<file path="src/rtl/arb_pkg.sv">
// Shared definitions for the rr_arbiter8 block.
//   NUM_REQ     - number of requesters (fixed at 8)
//   IDX_W       - width of the encoded grant index
//   arb_state_t - arbiter FSM states (ARB_IDLE, ARB_GRANT)
package arb_pkg;
    localparam int NUM_REQ = 8;
    localparam int IDX_W   = 3;

    typedef enum logic {
        ARB_IDLE  = 1'b0,
        ARB_GRANT = 1'b1
    } arb_state_t;
endpackage

</file>
<file path="src/rtl/rr_arbiter8_if.sv">
// Request/grant bundle between the requesters and rr_arbiter8.
// Handshake: a requester raises its req bit and keeps it up until it sees its
// gnt bit (gnt_vld high); the owner then pulses done for one cycle to release.
// The arbiter never revokes a grant except through the optional hold limit,
// which is flagged by a one-cycle timeout pulse.
//   master : drives en, req, done; observes gnt, gnt_idx, gnt_vld, timeout, state
//   slave  : the arbiter side
//   state  : current FSM state, exported for observation
interface rr_arbiter8_if;
    import arb_pkg::*;

    logic               en;
    logic [NUM_REQ-1:0] req;
    logic               done;
    logic [NUM_REQ-1:0] gnt;
    logic [IDX_W-1:0]   gnt_idx;
    logic               gnt_vld;
    logic               timeout;
    arb_state_t         state;

    modport master (
        output en, req, done,
        input  gnt, gnt_idx, gnt_vld, timeout, state
    );

    modport slave (
        input  en, req, done,
        output gnt, gnt_idx, gnt_vld, timeout, state
    );
endinterface

</file>
<file path="src/rtl/rr_pick8.sv">
// Combinational round-robin winner selection.
// Returns the first set req bit found searching upward from ptr, wrapping
// from 7 back to 0, as a one-hot vector plus its binary index.
//   req     in  request vector
//   ptr     in  starting search position
//   win     out one-hot winner (zero when req is zero)
//   win_idx out binary index of the winner (zero when req is zero)
module rr_pick8
    import arb_pkg::*;
(
    input  logic [NUM_REQ-1:0] req,
    input  logic [IDX_W-1:0]   ptr,
    output logic [NUM_REQ-1:0] win,
    output logic [IDX_W-1:0]   win_idx
);

    always_comb begin : pick
        logic             found;
        logic [IDX_W-1:0] pos;
        win     = '0;
        win_idx = '0;
        found   = 1'b0;
        pos     = '0;
        for (int k = 0; k < NUM_REQ; k++) begin
            // 3-bit addition wraps naturally from 7 to 0.
            pos = ptr + IDX_W'(k);
            if (!found && req[pos]) begin
                found    = 1'b1;
                win[pos] = 1'b1;
                win_idx  = pos;
            end
        end
    end

endmodule

</file>
<file path="src/rtl/rr_arbiter8.sv">
// Eight-way round-robin arbiter with a registered, held grant.
// Optional feature: define RR_ARB_TIMEOUT_EN to revoke a grant held for
// HOLD_MAX cycles without done; otherwise grants are held until done and
// timeout is tied low.
//   clk  in  clock, rising edge
//   rst  in  asynchronous active-high reset
//   bus  slave side of rr_arbiter8_if (en, req, done / gnt, gnt_idx,
//        gnt_vld, timeout, state)
module rr_arbiter8
    import arb_pkg::*;
#(
    parameter int HOLD_MAX = 16
) (
    input  logic          clk,
    input  logic          rst,
    rr_arbiter8_if.slave  bus
);

    if (HOLD_MAX < 2) begin : g_hold_check
        $error("rr_arbiter8: HOLD_MAX must be at least 2");
    end

    arb_state_t         state_q, state_d;
    logic [IDX_W-1:0]   ptr_q, ptr_d;
    logic [NUM_REQ-1:0] gnt_q, gnt_d;
    logic [IDX_W-1:0]   idx_q, idx_d;
    logic               vld_q, vld_d;

    logic [NUM_REQ-1:0] pick_win;
    logic [IDX_W-1:0]   pick_idx;

    rr_pick8 u_pick (
        .req     (bus.req),
        .ptr     (ptr_q),
        .win     (pick_win),
        .win_idx (pick_idx)
    );

`ifdef RR_ARB_TIMEOUT_EN
    localparam int CNT_W = $clog2(HOLD_MAX);
    logic [CNT_W-1:0] cnt_q, cnt_d;
    logic             tmo_q, tmo_d;
`endif

    always_ff @(posedge clk or posedge rst) begin
        if (rst) begin
            state_q <= ARB_IDLE;
            ptr_q   <= '0;
            gnt_q   <= '0;
            idx_q   <= '0;
            vld_q   <= 1'b0;
`ifdef RR_ARB_TIMEOUT_EN
            cnt_q   <= '0;
            tmo_q   <= 1'b0;
`endif
        end else begin
            state_q <= state_d;
            ptr_q   <= ptr_d;
            gnt_q   <= gnt_d;
            idx_q   <= idx_d;
            vld_q   <= vld_d;
`ifdef RR_ARB_TIMEOUT_EN
            cnt_q   <= cnt_d;
            tmo_q   <= tmo_d;
`endif
        end
    end

    always_comb begin
        state_d = state_q;
        ptr_d   = ptr_q;
        gnt_d   = gnt_q;
        idx_d   = idx_q;
        vld_d   = vld_q;
`ifdef RR_ARB_TIMEOUT_EN
        cnt_d   = cnt_q;
        tmo_d   = 1'b0;
`endif
        case (state_q)
            ARB_IDLE: begin
                // done is meaningless without an owner and is ignored here.
                if (bus.en && (|bus.req)) begin
                    state_d = ARB_GRANT;
                    gnt_d   = pick_win;
                    idx_d   = pick_idx;
                    vld_d   = 1'b1;
`ifdef RR_ARB_TIMEOUT_EN
                    cnt_d   = '0;
`endif
                end
            end
            ARB_GRANT: begin
                // req and en are deliberately not looked at while an owner holds.
                if (bus.done) begin
                    state_d = ARB_IDLE;
                    ptr_d   = idx_q + IDX_W'(1);
                    gnt_d   = '0;
                    idx_d   = '0;
                    vld_d   = 1'b0;
                end
`ifdef RR_ARB_TIMEOUT_EN
                // cnt_q counts completed GRANT cycles; the HOLD_MAX-th ends it.
                else if (cnt_q == CNT_W'(HOLD_MAX - 1)) begin
                    state_d = ARB_IDLE;
                    ptr_d   = idx_q + IDX_W'(1);
                    gnt_d   = '0;
                    idx_d   = '0;
                    vld_d   = 1'b0;
                    tmo_d   = 1'b1;
                end else begin
                    cnt_d   = cnt_q + CNT_W'(1);
                end
`endif
            end
            default: begin
                state_d = ARB_IDLE;
            end
        endcase
    end

    assign bus.gnt     = gnt_q;
    assign bus.gnt_idx = idx_q;
    assign bus.gnt_vld = vld_q;
    assign bus.state   = state_q;
`ifdef RR_ARB_TIMEOUT_EN
    assign bus.timeout = tmo_q;
`else
    assign bus.timeout = 1'b0;
`endif

endmodule

</file>
<file path="src/flat_wrapper.sv">
// flat-port wrapper written by rule: the top's interface ports become plain ports
module rr_arbiter8_flat import arb_pkg::*;
#(
    parameter int HOLD_MAX = 16
)
  (clk, rst, bus_en, bus_req, bus_done, bus_gnt, bus_gnt_idx, bus_gnt_vld, bus_timeout, bus_state);
  rr_arbiter8_if bus_i ();
  input  logic clk;
  input  logic rst;
  input wire logic [$bits(bus_i.en)-1:0] bus_en;
  input wire logic [$bits(bus_i.req)-1:0] bus_req;
  input wire logic [$bits(bus_i.done)-1:0] bus_done;
  output wire logic [$bits(bus_i.gnt)-1:0] bus_gnt;
  output wire logic [$bits(bus_i.gnt_idx)-1:0] bus_gnt_idx;
  output wire logic [$bits(bus_i.gnt_vld)-1:0] bus_gnt_vld;
  output wire logic [$bits(bus_i.timeout)-1:0] bus_timeout;
  output wire logic [$bits(bus_i.state)-1:0] bus_state;
  assign bus_i.en = bus_en;
  assign bus_i.req = bus_req;
  assign bus_i.done = bus_done;
  assign bus_gnt = bus_i.gnt;
  assign bus_gnt_idx = bus_i.gnt_idx;
  assign bus_gnt_vld = bus_i.gnt_vld;
  assign bus_timeout = bus_i.timeout;
  assign bus_state = bus_i.state;
  rr_arbiter8 #(.HOLD_MAX(HOLD_MAX)) u_core (.clk(clk), .rst(rst), .bus(bus_i));
endmodule
</file>
<file path="config.mk">
export PLATFORM = sky130hd
export DESIGN_NAME = rr_arbiter8_flat
export DESIGN_NICKNAME = d
export VERILOG_FILES = /design/src/rtl/arb_pkg.sv /design/src/rtl/rr_arbiter8_if.sv /design/src/rtl/rr_pick8.sv /design/src/rtl/rr_arbiter8.sv /design/src/flat_wrapper.sv
export SDC_FILE = /design/constraint.sdc
export NUM_CORES = 1
export LEC_CHECK = 0
export ABC_AREA = 1
export BUFFER_PORTS_ARGS = -buffer_cell sky130_fd_sc_hd__buf_2
export CAP_MARGIN = 20
export CORE_ASPECT_RATIO = 0.75
export CORE_MARGIN = 3
export CORE_UTILIZATION = 45
export DETAILED_ROUTE_END_ITERATION = 16
export PLACE_DENSITY = 0.69
export SLEW_MARGIN = 20
export SYNTH_ARGS = -nofsm -noshare
export SYNTH_HDL_FRONTEND = slang
export SYNTH_HIERARCHICAL = 1
export SYNTH_SLANG_ARGS = --single-unit
</file>
<file path="constraint.sdc">
create_clock -name clk -period 2.85 [get_ports clk]
set_clock_uncertainty 0.2 [all_clocks]
set_input_delay 0.1425 -clock clk [delete_from_list [all_inputs] [get_ports clk]]
set_output_delay 0.1425 -clock clk [all_outputs]
set_load 0.005 [all_outputs]
</file>
After elaboration in Yosys (flattened, before gate mapping)

Index checks and enable logic that the tools add are counted.

Bits in registers: 16
Input bits: 12
Output and inout bits: 14
Word-level logic and storage cells: 132

Add/subtract/negate cells: 8
$lt $le $gt $ge: 16
Eq/ne operators: 2
Multiplexer cells: 67
Bitwise operators: 8
Reductions and logical operators: 26

Operators by type and width:

| operator            | count |
|---|---|
| $mux 8              | 10 |
| $or 8x8->8          | 7 |
| $lt 3x4->1 const B  | 8 |
| $mux 3              | 10 |
| $mux 1              | 27 |
| $bmux 1 s3          | 8 |
| $demux 1 s3         | 8 |
| $ge 3x1->1 const B  | 8 |
| $logic_and 1x1->1   | 16 |
| $pmux 8 s2          | 1 |
| $add 3x3->3 const B | 4 |
| $reduce_or 8->1     | 1 |
| $logic_not 1->1     | 7 |
| $add 3x1->3 const B | 2 |
| $add 3x2->3 const B | 2 |
| $pmux 3 s2          | 1 |
| $pmux 1 s2          | 2 |
| $reduce_and 2->1    | 2 |
| $ne 2x1->1 const B  | 1 |
| $ne 2x2->1 const B  | 1 |
| $not 1->1           | 1 |

Logic depth before layout (Yosys ltp)

Gate-level depths: netlist (run 1).

Depth in word-level cells: 26
Mapped depth: 19
Depth with buffers taken out: 17

By module

The synthesis (run 1) kept the hierarchy.

By module, submodules not included:

| module      | instances | cells each | area an instance (um^2) | seq. area each (um^2) |
|---|---|---|---|---|
| rr_pick8    | 1         | 301        | 1552.7                  | 0.0 |
| rr_arbiter8 | 1         | 78         | 715.7                   | 400.4 |

Worst setup path before layout (run 1)

OpenSTA, ideal clock, no wires.

Path type: register -> register
From: register u_core.ptr_q[0]
To: register u_core.idx_q[2] (netlist: u_core/bus.gnt_idx[2])
Library setup time: 0.117 ns
Arrival time: 2.364 ns
Data required time: 2.533 ns
Path slack: 0.168 ns
Stages on the path, launching flop included: 18
Buffers on the path: 3
Period minus slack after synthesis: 2.682 ns
Cells stage by stage: dfrtp_1 -> inv_2 -> buf_6 -> buf_2 -> ha_1 -> inv_1 -> nand3_1 -> nand2_1 -> o21ai_4 -> nor2_8 -> nand4_4 -> buf_6 -> nor2_2 -> nand2_1 -> nand3_1 -> nand3_1 -> nand3_1 -> nand2_1

Word-level cells in the longest chain between the ends: 26
Elaborated cells between the ends (all ways): 54
Those cells by class: 7 x add/sub; 33 x mux; 14 x reduce/logical

Ends and longest elaborated chain:

| what                                                                 | RTL line          | text |
|---|---|---|
| start, declared                                                      | rr_arbiter8.sv:24 | `logic [IDX_W-1:0] ptr_q, ptr_d;` |
| start signal, assigned                                               | rr_arbiter8.sv:58 | `ptr_q <= ptr_d;` |
| parallel branches: the longest is 23 deep, another holds $add 3x1->3 | -                 |  |
| $mux 3 *                                                             | rr_pick8.sv:27    | `if (!found && req[pos]) begin` |
| named net u_core.pick_idx[2]                                         | rr_arbiter8.sv:30 | `logic [IDX_W-1:0] pick_idx;` |
| $mux 3 *                                                             | rr_arbiter8.sv:82 | `if (bus.en && (\|bus.req)) begin` |
| $pmux 3 s2 *                                                         | rr_arbiter8.sv:79 | `case (state_q)` |
| end signal, assigned                                                 | rr_arbiter8.sv:60 | `idx_q <= idx_d;` |
| end, declared                                                        | rr_arbiter8.sv:26 | `logic [IDX_W-1:0] idx_q, idx_d;` |

Mark *: on every way through the listed nets, which the timed path passes. The select of a mux whose other input is x is not followed.
A chain may end at the register's enable or synchronous reset.

Final worst setup path (run 1)

From: register u_core.ptr_q[0]
To: register u_core.gnt_q[6] (netlist: u_core/bus.gnt[6])

Word-level cells in the longest chain between the ends: 26
Elaborated cells between the ends (all ways): 101
Those cells by class: 7 x add/sub; 16 x order compare; 49 x mux; 7 x bitwise; 22 x reduce/logical

Ends and longest elaborated chain:

| what                                                                | RTL line          | text |
|---|---|---|
| parallel branches: the longest is 23 deep, another holds $lt 3x4->1 | -                 |  |
| $mux 8 *                                                            | rr_pick8.sv:27    |  |
| named net u_core.pick_win[6]                                        | rr_arbiter8.sv:29 | `logic [NUM_REQ-1:0] pick_win;` |
| $mux 8 *                                                            | rr_arbiter8.sv:82 |  |
| $pmux 8 s2 *                                                        | rr_arbiter8.sv:79 |  |
| end signal, assigned                                                | rr_arbiter8.sv:59 | `gnt_q <= gnt_d;` |
| end, declared                                                       | rr_arbiter8.sv:25 | `logic [NUM_REQ-1:0] gnt_q, gnt_d;` |

Marked as above.

==> results of run 1 <==
-- layout by cell type (no fill, tap or decap), types with 2 or more instances in the layout --
cell,n
a21oi_1,3
buf_2,24
buf_4,17
buf_6,2
clkbuf_8,4
clkinvlp_4,2
dfrtp_1,16
dlygate4sd3_1,2
ha_1,6
inv_1,30
inv_2,5
nand2_1,91
nand2_2,5
nand3_1,104
nand3_2,3
nand3_4,2
nand4_1,10
nor2_1,31
nor2_2,3
nor2_4,3
nor2_8,2
nor3_1,23
nor3_2,3
o21ai_0,5
o21ai_4,2
-- path summary, 6_finish.rpt --
| path | endpoint | slack (ps) | cells past startpoint |
|---|---|---|---|
| min reg2reg | u_core/bus.gnt_vld$_DFFE_PP0P_ | 280 | 2 |
| max in group asynchronous | u_core/bus.gnt_vld$_DFFE_PP0P_ | 1740 | 3 |
| min in group asynchronous | u_core/bus.gnt[0]$_DFFE_PP0P_ | 310 | 3 |
| max reg2reg | u_core/bus.gnt[6]$_DFFE_PP0P_ | 130 | 14 |
| min | u_core/bus.gnt[1]$_DFFE_PP0P_ | 210 | 6 |
| max | u_core/bus.gnt[6]$_DFFE_PP0P_ | 130 | 14 |
-- worst min-delay path, stage by stage --
cell	delay, ps
buf_2	100
inv_1	40
nor2_1	30
buf_4	170
nand3_1	90
nand2_1	50
-- metal layers --
layer	up-vias	GRT usage [%]	part of all wire, %
met5	-	0	0
met4	0	2.68	0.77
met3	8	2.68	8.4
met2	136	39.8	45
met1	1229	33.7	46
li1	1317	-	-
-- repair_timing --
action                     CTS  global route
hold buffers                 2             0
setup endpoints to repair    0            11
hold endpoints to repair    17             0
gates resized for setup      0            12
buffers inserted             0             6
-- through the flow --
| stage | instance area [sq um] | hold slack [ps] |
|---|---|---|
| final | 2600 | 209 |
| after detailed placement | 2400 | 49.5 |
| after CTS | 2470 | 204 |
| after global routing | 2600 | 234 |
| after global placement | 2400 | 39.3 |
| after floorplan | 2270 | -144 |
-- logic make-up after synthesis --
kind of cell	Yosys count	share of synthesized area [%]
simple gates	281	60.6
buf+inv	60	13.3
flops	16	17.7
compound gates	12	3.53
fa+ha+maj	7	3.86
other cells	1	0.165
xor+xnor	1	0.386
mux	1	0.496
-- area by class of cell --
| type | instances | share of cell area (%) |
|---|---|---|
| Timing Repair inverter | 1 | 0.289 |
| Sequential cell | 16 | 15.4 |
| Clock buffer | 4 | 2.12 |
| Timing Repair Buffer | 46 | 11.9 |
| Multi-Input combinational cell | 305 | 62.2 |
| Inverter | 36 | 5.34 |
| Tap cell | 57 | 2.74 |
-- registers in the layout, summed over array words and instances (netlist names) --
| register | count |
|---|---|
| u_core/bus.gnt_vld | 1 |
| u_core/bus.gnt_idx | 3 |
| u_core/bus.state | 1 |
| u_core/bus.gnt | 8 |
| u_core/ptr_q | 3 |
==> metrics.txt, run 1 <==
post-layout min period=2720 ps; status=complete, no violations; Root Driver=clkbuf_8; Ys Warns=6; PortBufs=24; Achievable Freq=0.367 GHz; Synth Flop Type=dfrtp_1; post-synthesis instance total=379; layout cell share with drive strength beyond 1=20.3%; most used cell, CP=nand3_1; Synth cell types=30; DRT Wirelength=7060 um; register area=400 sq um; leading area contributor after synthesis=nand3_1; # setup viols final=0; ys async rst share=100%; clock sink count=16; critical path, cell by cell=inv_2, ha_2, inv_1, nand3_1, nand2_2, o21ai_4, nor2_8, nand4_4, buf_12, nor3_1, nor2_1, nand3_1, nand3_1, nand2_1; CTS tree=yes; Post-synth top cells=104 x nand3_1, 92 x nand2_1, 31 x inv_1, 31 x nor2_1, 26 x nor3_1; largest net degree at the start of global routing=24; dpl ws=18.7 ps; origin of the critical flop-to-flop path=u_core/ptr_q[0]$_DFFE_PP0P_; slowest cell on the critical path=dfrtp_1; Total GRT Usage=23.7%; post-route ant nets=0; max-cap violations=0; Worst Path Buf+Inv=3; die area=5940 sq um; Rel. slew slack=58.3%; worst-path maximum fanout=10; routed vias/inst=5.78; starting density of the core=48.8%; synthesis-stage register bit count=16; initial antenna violation count=0; average size of a mapped cell=5.99 sq um; worst setup margin=127 ps; Detailed Place HPWL=5320 um; most numerous cell in the Yosys netlist=nand3_1; delay-heaviest family, CP=simple AND/OR/NAND/NOR gates; crit path DAT=2720 ps; top cell type's share of synthesized area=22.9%; ANT cells=0; fillcell total=493; core area=4650 sq um; Synth Net Count=398; Chip Width=88.0 um; Iter 0 DRT Violations=373; Hold Crit Class=in2reg; FP Rows=21; Seq/Total Area, Yosys=17.7%; measured slew at the worst slew-check pin=625 ps; CP peak stage delay=400 ps; worst skew pair latency=250 ps; final hold vios=0; setup TNS=0 ps; Crit Path Category=reg2reg; critical path launch point type=flip-flop; Post-route DRC=0; CTS Buf Count=3; Final nets=428; Clk pin slew, worst setup/hold paths=70 ps; first-pass GRT wire length=11100 um; clock buffer depth=2; Worst Setup SP=u_core/ptr_q[0]$_DFFE_PP0P_; grt ovf=0; # IOs=26; Util after Layout=55.9%; Slew Viols, Final=0; mean routed wirelength per cell=15.2 um; placed cells=450; mapped cell area=2270 sq um; final cell count without fillers=465; multi-input logic area=1620 sq um; Initial DRT Pass Iterations=5; via count=2690; CP endpoint kind=flip-flop; synthesis-to-finish area growth=14.6%; vias in the first global route=2264; required time of the worst setup path=2840 ps; H-tree levels=1; chip height=67.5 um; worst hold start=bus_en; Routability Congestion=0.939; period utilisation layout=95.6%; synth top area cells=nand3_1 23%, dfrtp_1 18%, nand2_1 15%, nor3_1 5.7%, inv_1 5.1%; EDFF count, synth=0
Power of run 1 is left out: the tool's default activity adds up to more than one toggle a clock period on the data nets, which glitch-free logic cannot reach.
==> run 2, diff against run 1 <==
--- a/config.mk
+++ b/config.mk
@@ -13,6 +13,7 @@
 export CORE_UTILIZATION = 45
 export DETAILED_ROUTE_END_ITERATION = 16
 export PLACE_DENSITY = 0.69
+export RECOVER_POWER = 100
 export SLEW_MARGIN = 20
 export SYNTH_ARGS = -nofsm -noshare
 export SYNTH_HDL_FRONTEND = slang
==> run 2 against run 1 <==
- final cell count did not move
- register-to-register slack barely moved
- sequential share of layout area is 0.060 points higher
- maximum frequency up 0.44%
- worst setup slack better by 12 ps
- global-route usage stayed put
- via count down 0.37%
==> metrics.txt, run 2 (synthesis gave the netlist of run 1 again) <==
Post-route DRC=0 (unchanged); commonest non-fill, non-tap cell in the layout=nand3_1 (unchanged); worst setup margin=139 ps (was 127 ps); Achievable Freq=0.369 GHz (was 0.367 GHz); worst-path maximum fanout=10 (unchanged); Iter 0 DRT Violations=297 (was 373); Hold Crit Class=in2reg (unchanged); largest net degree at the start of global routing=24 (unchanged); clock buffer depth=2 (unchanged); Detailed Place HPWL=5320 um (unchanged); Root Driver=clkbuf_8 (unchanged); measured slew at the worst slew-check pin=624 ps (was 625 ps); Post-Layout Inst Area=2590 sq um (was 2600 sq um); Initial DRT Pass Iterations=5 (unchanged); Total GRT Usage=23.7% (unchanged); max FFs per register=8 (unchanged); first-pass GRT wire length=11100 um (unchanged); CP endpoint kind=flip-flop (unchanged); Crit Path Category=reg2reg (unchanged); R2R cell count=14 (unchanged); CP peak stage delay=370 ps (was 400 ps); Hold Path Depth=6 (unchanged); starting density of the core=48.8% (unchanged); Util after Layout=55.7% (was 55.9%); most used cell, CP=nand3_1 (unchanged); Clk pin slew, worst setup/hold paths=70 ps (about the same); slowest cell on the critical path=dfrtp_1 (unchanged); Rel. slew slack=58.4% (was 58.3%); origin of the critical flop-to-flop path=u_core/ptr_q[0]$_DFFE_PP0P_ (unchanged); layout cell share with drive strength beyond 1=18.4% (was 20.3%); r2r setup slk=140 ps (was 130 ps); CTS tree=yes (unchanged); required time of the worst setup path=2790 ps (was 2840 ps); # setup viols final=0 (unchanged); mean routed wirelength per cell=15.1 um (was 15.2 um); status=complete, no violations (unchanged); FP Rows=21 (unchanged); Routability Congestion=0.939 (unchanged); ANT cells=0 (unchanged); Chip Width=88.0 um (unchanged); max-cap violations=0 (unchanged); placed cell areas=2400 sq um (unchanged); initial antenna violation count=0 (unchanged); post-layout min period=2710 ps (was 2720 ps); core area=4650 sq um (unchanged); DRT Wirelength=7040 um (was 7060 um); Slew Viols, Final=0 (unchanged); critical path, cell by cell=inv_2, ha_2, inv_1, nand3_1, nand2_2, o21ai_4, nor2_8, nand4_4, buf_12, nor3_1, nor2_1, nand3_1, nand3_1, nand2_1 (unchanged); worst hold start=bus_en (unchanged); Final nets=428 (unchanged); chip height=67.5 um (unchanged); clock sink count=16 (unchanged); CTS Buf Count=3 (unchanged); period utilisation layout=95.1% (was 95.6%); grt ovf=0 (unchanged); die area=5940 sq um (unchanged); vias in the first global route=2264 (unchanged); worst skew pair latency=250 ps (about the same); PortBufs=24 (unchanged); final hold vios=0 (unchanged); worst reg2reg endpoint=u_core/bus.gnt_idx[1]$_DFFE_PP0P_ (was u_core/bus.gnt[6]$_DFFE_PP0P_); via count=2680 (was 2690); post-route ant nets=0 (unchanged); dpl ws=18.7 ps (unchanged); H-tree levels=1 (unchanged); # IOs=26 (unchanged); commonest cells after routing, fill and taps aside=104 x nand3_1, 91 x nand2_1, 31 x nor2_1 (unchanged); Hold Path End=u_core/bus.gnt[1]$_DFFE_PP0P_ (unchanged); crit path DAT=2650 ps (was 2720 ps); critical path launch point type=flip-flop (unchanged); routed vias/inst=5.76 (was 5.78); synthesis-to-finish area growth=14.1% (was 14.6%)
==> run 2: cell count changes in the layout (fill, tap and decap cells not counted) <==
cell      change
clkbuf_1      +8
buf_2         -8
==> run 2: layout make-up <==
class | instances | area, sq um
timing repair buffer | 46 | 300
tap | 57 | 71.3
multi-input combinational | 305 | 1620
fill | 498 | 2060
timing repair inverter | 1 | 7.51
sequential | 16 | 400
inverter | 36 | 139
clock buffer | 4 | 55.1
==> run 2: worst max path at each step <==
stage,startpoint,to,cells past startpoint
after floorplan,u_core/ptr_q[0]$_DFFE_PP0P_,u_core/bus.gnt_idx[2]$_DFFE_PP0P_,17
after global placement,u_core/ptr_q[0]$_DFFE_PP0P_,u_core/bus.gnt_idx[0]$_DFFE_PP0P_,16
after detailed placement,u_core/ptr_q[0]$_DFFE_PP0P_,u_core/bus.gnt_idx[0]$_DFFE_PP0P_,15
after CTS,u_core/ptr_q[0]$_DFFE_PP0P_,u_core/bus.gnt_idx[1]$_DFFE_PP0P_,13
after global routing,u_core/ptr_q[1]$_DFFE_PP0P_,u_core/bus.gnt_idx[0]$_DFFE_PP0P_,16
final,u_core/ptr_q[0]$_DFFE_PP0P_,u_core/bus.gnt_idx[1]$_DFFE_PP0P_,14
==> run 2: per-stage QoR <==
stage / cells / TNS [ps] / hold slack, ps
after global routing: 465 / -9.43 / 234
final: 465 / 0 / 211
after floorplan: 379 / 0 / -144
after CTS: 456 / 0 / 204
after global placement: 450 / 0 / 39.3
after detailed placement: 450 / 0 / 49.5
==> run 2: layer usage <==
metal / up-vias / wire (um) / share of wire [%] / GRT usage [%]
met3: 8 / 575 / 8.2 / 2.68
met2: 126 / 3180 / 45 / 39.8
li1: 1315 / - / - / -
met5: - / 0 / 0 / 0
met1: 1231 / 3230 / 46 / 33.7
met4: 0 / 57 / 0.81 / 2.68
==> run 2: what timing repair did <==
| action | CTS | global route |
|---|---|---|
| setup buffers | 0 | 6 |
| resized for setup | 0 | 12 |
| setup endpoints to repair | 0 | 11 |
| hold buffers | 2 | 0 |
| hold endpoints to repair | 17 | 0 |
==> run 2: critical path, delay by kind of cell, from the launching register on <==
family,cells,cell delay [ps]
and+or+nand+nor,9,1020
AOI/OAI and AO/OA,1,310
adders and majority gates,1,370
buffers and inverters,3,310
DFF,1,370
Power of run 2 is left out for the same reason.
